===== config.mk =====
export PLATFORM = sky130hd
export DESIGN_NAME = opll_write_queue
export DESIGN_NICKNAME = d
export VERILOG_FILES = /design/src/rtl/opll_write_queue.sv
export SDC_FILE = /design/constraint.sdc
export NUM_CORES = 1
export LEC_CHECK = 0
export BUFFER_PORTS_ARGS = -buffer_cell sky130_fd_sc_hd__buf_2
export CAP_MARGIN = 20
export CELL_PAD_IN_SITES_DETAIL_PLACEMENT = 0
export CELL_PAD_IN_SITES_GLOBAL_PLACEMENT = 2
export CORE_MARGIN = 2
export CORE_UTILIZATION = 46
export CTS_BUF_LIST = sky130_fd_sc_hd__clkbuf_4 sky130_fd_sc_hd__clkbuf_8
export CTS_CLUSTER_DIAMETER = 50
export DETAILED_ROUTE_END_ITERATION = 8
export HOLD_SLACK_MARGIN = 0.08
export PLACE_DENSITY_LB_ADDON = 0.25
export SYNTH_ARGS = -nofsm -noshare
export SYNTH_HDL_FRONTEND = slang
export SYNTH_SLANG_ARGS = --single-unit

===== constraint.sdc =====
create_clock -name clk -period 5.95 [get_ports clk]
set_input_delay 0.595 -clock clk [delete_from_list [all_inputs] [get_ports clk]]
set_output_delay 0.595 -clock clk [all_outputs]
set_load 0.05 [all_outputs]

===== src/rtl/opll_write_queue.sv =====
// opll_write_queue: queues FM-PAC mapped and I/O OPLL writes and replays them to
// the two OPLL cores with YM2413 address/data settle waits between strobes.
module opll_write_queue #(
    parameter int DEPTH     = 8,
    parameter int ADDR_WAIT = 12,
    parameter int DATA_WAIT = 84
) (
    input  logic        clk,
    input  logic        reset,
    input  logic        ce_opll,
    input  logic [15:0] addr,
    input  logic [7:0]  d_from_cpu,
    input  logic        wr,
    input  logic        iorq,
    input  logic [1:0]  opll_wr,
    input  logic [1:0]  opll_io_enable,
    output logic [1:0]  opll_we,
    output logic        opll_a0,
    output logic [7:0]  opll_d,
    output logic        busy,
    output logic        overflow
);
    localparam int AW   = $clog2(DEPTH);
    localparam int CNTW = AW + 1;
    localparam int MAXW = (ADDR_WAIT > DATA_WAIT) ? ADDR_WAIT : DATA_WAIT;
    localparam int CW   = $clog2(MAXW + 1);

    typedef enum logic [1:0] {S_IDLE, S_DRIVE, S_WAIT} state_t;

    state_t            r_state, w_state_nxt;
    logic [CW-1:0]     r_cnt, w_cnt_nxt;
    logic [10:0]       r_mem [DEPTH];
    logic [AW-1:0]     r_wp, r_rp;
    logic [CNTW-1:0]   r_count;
    logic              r_io_hit, r_ovf, r_a0;
    logic [1:0]        r_mask;
    logic [7:0]        r_d;
    logic              w_io_hit, w_io_stb, w_push, w_full, w_do_push, w_pop;
    logic [1:0]        w_mask, w_we;
    logic [10:0]       w_head;

    assign w_io_hit  = iorq & wr & (addr[7:1] == 7'b0111110);
    assign w_io_stb  = w_io_hit & ~r_io_hit;
    assign w_mask    = opll_wr | ({2{w_io_stb}} & opll_io_enable);
    assign w_push    = |w_mask;
    assign w_full    = r_count == CNTW'(DEPTH);
    // A pop frees a slot in the same edge, so a full FIFO still accepts the push.
    assign w_do_push = w_push & (~w_full | w_pop);
    assign w_head    = r_mem[r_rp];

    always_comb begin
        w_state_nxt = r_state;
        w_cnt_nxt   = r_cnt;
        w_pop       = 1'b0;
        w_we        = 2'b00;
        case (r_state)
            S_IDLE: begin
                w_pop       = r_count != '0;
                w_state_nxt = w_pop ? S_DRIVE : S_IDLE;
            end
            S_DRIVE: begin
                w_we        = r_mask;
                w_cnt_nxt   = r_a0 ? CW'(DATA_WAIT) : CW'(ADDR_WAIT);
                w_state_nxt = S_WAIT;
            end
            S_WAIT: begin
                w_state_nxt = (r_cnt == '0) ? S_IDLE : S_WAIT;
                w_cnt_nxt   = (r_cnt != '0 && ce_opll) ? r_cnt - CW'(1) : r_cnt;
            end
            default: w_state_nxt = S_IDLE;
        endcase
    end

    always_ff @(posedge clk) begin
        if (w_do_push) r_mem[r_wp] <= {w_mask, addr[0], d_from_cpu};
    end

    always_ff @(posedge clk or negedge reset) begin
        if (!reset) begin
            r_state  <= S_IDLE;
            r_cnt    <= '0;
            r_wp     <= '0;
            r_rp     <= '0;
            r_count  <= '0;
            r_io_hit <= 1'b0;
            r_ovf    <= 1'b0;
            r_mask   <= 2'b00;
            r_a0     <= 1'b0;
            r_d      <= 8'h00;
        end else begin
            r_state  <= w_state_nxt;
            r_cnt    <= w_cnt_nxt;
            r_io_hit <= w_io_hit;
            r_count  <= r_count + CNTW'(w_do_push) - CNTW'(w_pop);
            if (w_do_push) r_wp <= r_wp + AW'(1);
            if (w_pop) begin
                r_rp   <= r_rp + AW'(1);
                r_mask <= w_head[10:9];
                r_a0   <= w_head[8];
                r_d    <= w_head[7:0];
            end
            if (w_push && !w_do_push) r_ovf <= 1'b1;
        end
    end

    assign opll_we  = w_we;
    assign opll_a0  = r_a0;
    assign opll_d   = r_d;
    assign busy     = (r_count != '0) | (r_state != S_IDLE);
    assign overflow = r_ovf;
endmodule

# Yosys cells after proc, flatten, opt, wreduce, memory -nomap -nowiden
# Memories as Yosys holds them, arrays and structs flattened. A register that Yosys moved wholly into a read port is not among the register bits.
# Cells that the tools add are included.
[totals]
reg_bits = 21
ramBits = 88
input_bits = 33
n_memories = 1
[op_classes]
add_sub_neg = 5
eq_ne = 5
mux = 10
bitwise_logic = 10
n_reduce_logical = 12
[memory_table]
columns = ["name", "depth", "word_bits", "rd", "rd_clocked_by_memory_dff", "wr", "line", "source"]
rows = [
  ["r_mem", 8, 11, 1, 1, 1, "32", "logic [10:0] r_mem [DEPTH];"],
]
[op_table]
columns = ["cell", "count"]
rows = [
  ["$mux W7", 2],
  ["$pmux W7 S2", 1],
  ["$eq A7 B6 Y1 const B", 1],
  ["$logic_not A7 Y1", 1],
  ["$reduce_bool A7 Y1", 1],
  ["$sub A7 B1 Y7 const B", 1],
  ["$add A3 B1 Y3 const B", 2],
  ["$pmux W2 S3", 1],
  ["$add A4 B1 Y4", 1],
  ["$and A1 B1 Y1", 4],
  ["$eq A4 B4 Y1 const B", 1],
  ["$mux W1", 4],
  ["$mux W2", 2],
  ["$reduce_bool A2 Y1", 2],
  ["$reduce_bool A4 Y1", 1],
  ["$sub A4 B1 Y4", 1],
  ["$and A2 B2 Y2", 1],
  ["$eq A2 B1 Y1 const B", 1],
  ["$eq A2 B2 Y1 const B", 1],
  ["$logic_and A1 B1 Y1", 2],
  ["$logic_not A1 Y1", 2],
  ["$logic_not A2 Y1", 1],
  ["$ne A2 B2 Y1 const B", 1],
  ["$not A1 Y1", 2],
  ["4 further kinds", 5],
]

# Logic depth before layout (Yosys ltp)
[depth]
ltp_word = 9
ltp_mapped = 9
ltp_nobuf = 9

# Worst setup path before layout
# Ideal clock, no wire load.
[synth_path]
path_kind = "input to register"
from = "input addr[7]"
to = "memory r_mem[0][0] (enable)"
setup_ns = 0.408
arrival_time_ns = 2.335
t_required_ns = 5.542
slack_ns = 3.207
cell_stages = 4
cell_sequence = "and4b_1 -> and4_1 -> o31ai_4 -> nor4_1"
[synth_via]
elab_chain_len = 9
[synth_lines]
columns = ["item", "line", "source"]
rows = [
  ["start, declared", "11", "input logic [15:0] addr,"],
  ["$eq A7 B6 Y1", "42", "assign w_io_hit = iorq & wr & (addr[7:1] == 7'b0111110);"],
  ["$and A1 B1 Y1", "42", ""],
  ["$and A1 B1 Y1", "43", "assign w_io_stb = w_io_hit & ~r_io_hit;"],
  ["$and A2 B2 Y2", "44", "assign w_mask = opll_wr | ({2{w_io_stb}} & opll_io_enable);"],
  ["$or A2 B2 Y2", "44", ""],
  ["$reduce_or A2 Y1", "45", "assign w_push = |w_mask;"],
  ["$and A1 B1 Y1", "48", "assign w_do_push = w_push & (~w_full | w_pop);"],
  ["$mux W1", "75", "if (w_do_push) r_mem[r_wp] <= {w_mask, addr[0], d_from_cpu};"],
  ["$mux W1 (implied by the code)", "75", ""],
  ["end, declared", "32", ""],
]
# No other way between the ends.

# Final worst setup path
[layout_path]
from = "register r_count[2]"
to = "register r_count[1]"
[layout_via]
elab_chain_len = 6
[layout_lines]
columns = ["item", "line", "source"]
rows = [
  ["start, declared", "34", "logic [CNTW-1:0] r_count;"],
  ["start signal, assigned", "94", "r_count <= r_count + CNTW'(w_do_push) - CNTW'(w_pop);"],
  ["$reduce_bool A4 Y1 / $eq A4 B4 Y1 (equally long branches)", "58, 46", ""],
  ["$mux W1 / $not A1 Y1 (equally long branches)", "56, 48", ""],
  ["$or A1 B1 Y1", "48", ""],
  ["$and A1 B1 Y1", "48", ""],
  ["$add A4 B1 Y4", "94", ""],
  ["$sub A4 B1 Y4 *", "94", ""],
]
# Mark *: on every way between the ends. The rest lies on a longest branch, timed or not.
# A chain may end at the register's enable or synchronous reset.

==> summary.txt <==
non-filler cells, final -> 488
CP Capture Type -> register
Hold Vio Cnt, Final -> 0
Post-Syn Nets -> 325
worst slew pin tran -> 1050 ps
Seq cells post-synth -> 120
worst skew pair latency -> 410 ps
Vias -> 2557
Ant. Diodes -> 0
per-cell routed wire length -> 17.4 um
power share of the clock group -> 25.4%
post-CTS resize count -> 0
# H-tree levels -> 4
Num CTS Buffers -> 17
CTS tree -> done
RSZ-0062 raised after global routing -> no
Post-DP Area -> 5270 um^2
Tmin final -> 2820 ps
DRC -> 0
CP Max Fanout -> 26
row count -> 37
Rel. slew slack -> 30.1%
final setup fails -> 0
final WL -> 8470 um
Worst Hold Class -> primary input to asynchronous set/reset pin
CTS max path bufs -> 2
first-pass GRT wire length -> 14000 um
post-synthesis sequential area ratio -> 70.5%
die footprint -> 11500 um^2
top-area cell type share of the netlist area -> 54.1%
crit-path cells -> inv_1 -> ha_1 -> a211o_1 -> or4_1 -> o21ai_0 -> ha_1 -> inv_1 -> fa_1 -> inv_1
Sw Pwr -> 1.05 mW
synthesized cell area -> 4890 um^2
final net count -> 381
Worst EP arrival -> 3140 ps
Power Dens Cells -> 537 nW/um^2
max incr delay on CP -> 650 ps
first-pass detailed-route iteration total -> 4
TNS Setup -> 0 ps
Setup Buffers After CTS -> 0
main area contributors after synthesis -> edfxtp_1, dfrtp_1, mux4_2
Floorplan Core Area -> 10300 um^2
Synthesis Warnings -> 0
max-slew violation count -> 0
Net Sw Frac -> 34.2%
Cell Count Post-Placement -> 454
initial core utilization -> 47.3%
Final Skew -> 11.3 ps
Flop pwr share -> 43.1%
Yosys top cell by area -> edfxtp_1
Die Ht -> 107 um
Crit path top cell by count -> inv_1
Vias/cell -> 5.24
Leakage -> 2.15 nW
status -> complete, no violations
Area Growth Syn to Fin -> 17.2%
GR Overflow Total -> 0
Crit-path slowest cell -> or4_1
post-route ant nets -> 0
Int Power -> 2.02 mW
total track usage -> 16.7%
critical path class -> register to register
synth unique cells -> 42
PnR Total Power -> 3.07 mW
Sink Count -> 120
CTS Hold Bufs -> 0
combinational share of power -> 31.5%
Worst Path Required -> 6260 ps
fmax -> 354 MHz
Worst-path clk slew -> 70 ps
crit share post-route -> 47.4%
peak supply drop -> 249 uV
DP Wirelength -> 5360 um
largest net degree at the start of global routing -> 33
gp weighted congestion -> 0.693
layout cell share with drive strength beyond 1 -> 30.1%
initial antenna violation count -> 0
root buf cell -> clkbuf_8
Critical Path Start Type -> register
port buffer count -> 37
Max Cap Violations -> 0
initial DRC count -> 156
Cells after Synth -> 283
Avg Inst Size Synth -> 17.3 um^2
die width -> 107 um
# IOs -> 46
Final Cell Area -> 5720 um^2
vias in the first global route -> 2639
[worst paths after layout]
check                      cells after the start               endpoint  slack (ps)             startpoint
min                                            1   r_cnt[4]$_DFFE_PN0P_         250                  reset
min in group clk                               1  r_mem[3][7]$_DFFE_PP_         440          d_from_cpu[7]
min reg2reg                                    2  opll_d[1]$_DFFE_PN0P_         470  opll_d[1]$_DFFE_PN0P_
max in group asynchronous                      1  r_mask[1]$_DFFE_PN0P_        5210                  reset
max reg2reg                                    9   r_count[1]$_DFF_PN0_        3130   r_count[2]$_DFF_PN0_
max                                            9   r_count[1]$_DFF_PN0_        3130   r_count[2]$_DFF_PN0_
[layout make-up]
class | count | area (um^2)
multi-input cells | 144 | 1380
fillers | 858 | 4600
clock buffers | 17 | 234
well taps | 136 | 170
inverters | 11 | 41.3
flip-flops and latches | 120 | 3440
clock inverters | 15 | 200
repair buffers | 45 | 253
[flip-flops by register name, indices dropped and copies added (netlist names), 2 cells and up]
register  count
r_state       2
r_mask        2
r_mem        88
r_wp          3
r_count       4
opll_d        8
r_rp          3
r_cnt         7
[layer usage]
layer / wire [um] / share of wire, % / GRT usage (%)
met1: 3860 / 46 / 22.4
met2: 4230 / 50 / 26.0
met3: 295 / 3.5 / 4.38
met4: 91 / 1.1 / 6.68
met5: 0 / 0 / 0
[placed cells by master, fill, tap and decap left out, types with 3 or more instances in the layout]
cell type   Yosys  routed
nand3_1         5       5
clkinvlp_4      0       4
buf_2           3      37
edfxtp_1       88      88
nor2_1          8       8
clkbuf_8        0      17
nor3_1          7       7
nor2b_1         3       3
clkinv_2        0       3
nand2b_1        3       3
or4_1           3       3
and2_1          3       3
nand2_1        19      19
o21ai_0        15      15
dfrtp_1        32      32
mux2i_1        12      12
xnor2_1         5       5
buf_4           0       6
a21oi_1         3       3
ha_1            8       8
bufinv_16       0       4
mux4_2         22      22
inv_1          11      11
a21o_1          3       3
[kinds of logic after synthesis]
logic type	synth area share [%]
buffers and inverters	1.54
adders and majority gates	2.46
DFF	70.5
AOI/OAI and AO/OA	5.30
muxes	12.8
and+or+nand+nor	6.33
xor gates and xnor gates	1.08
[metrics by stage]
| stage | hold WS, ps | utilization [%] | setup WS (ps) |
|---|---|---|---|
| finish | 251 | 55.4 | 3130 |
| global route | 283 | 55.4 | 2890 |
| CTS | 259 | 55.2 | 3060 |
| detailed placement | 460 | 51.0 | 3030 |
| global placement | 456 | 51.0 | 3030 |
| floorplan | 299 | - | 3210 |
[cell usage after synthesis]
| cell type | instances |
|---|---|
| a211o_1 | 1 |
| a21o_1 | 3 |
| a21oi_1 | 3 |
| a31oi_1 | 1 |
| and2_1 | 3 |
| and3_1 | 2 |
| and3b_2 | 1 |
| and4_1 | 1 |
| and4b_1 | 1 |
| buf_1 | 1 |
| buf_2 | 3 |
| clkbuf_1 | 4 |
| dfrtp_1 | 32 |
| edfxtp_1 | 88 |
| fa_1 | 1 |
| ha_1 | 8 |
| inv_1 | 11 |
| mux2_2 | 1 |
| mux2i_1 | 12 |
| mux4_2 | 22 |
| nand2_1 | 19 |
| nand2b_1 | 3 |
| nand3_1 | 5 |
| nor2_1 | 8 |
| nor2b_1 | 3 |
| nor3_1 | 7 |
| nor4_1 | 2 |
| o211a_1 | 1 |
| o21ai_0 | 15 |
| o21ba_2 | 1 |
| o21bai_1 | 1 |
| o22ai_1 | 1 |
| o311ai_0 | 2 |
| o311ai_2 | 1 |
| o31ai_1 | 2 |
| o31ai_4 | 1 |
| o41ai_4 | 1 |
| or3_1 | 1 |
| or3b_1 | 1 |
| or4_1 | 3 |
| xnor2_1 | 5 |
| xor2_1 | 1 |
[critical path, delay by kind of cell (launching register included)]
kind / cells / cell delay (ps)
adder cells (fa/ha/maj): 3 / 910
AO/OA/AOI/OAI: 2 / 670
AND/OR/NAND/NOR: 1 / 650
flip-flops: 1 / 330
buffers and inverters: 3 / 160
[power groups by stage]
stage,Sequential (mW),Clock [mW],Combinational [mW]
final,1.32,0.781,0.967
after global routing,1.36,0.839,1.08
after CTS,1.33,0.803,0.984
after detailed placement,1.35,0,0.979
after global placement,1.34,0,0.968
after floorplan,1.38,0,0.663
(Power assumes the default switching activity.)
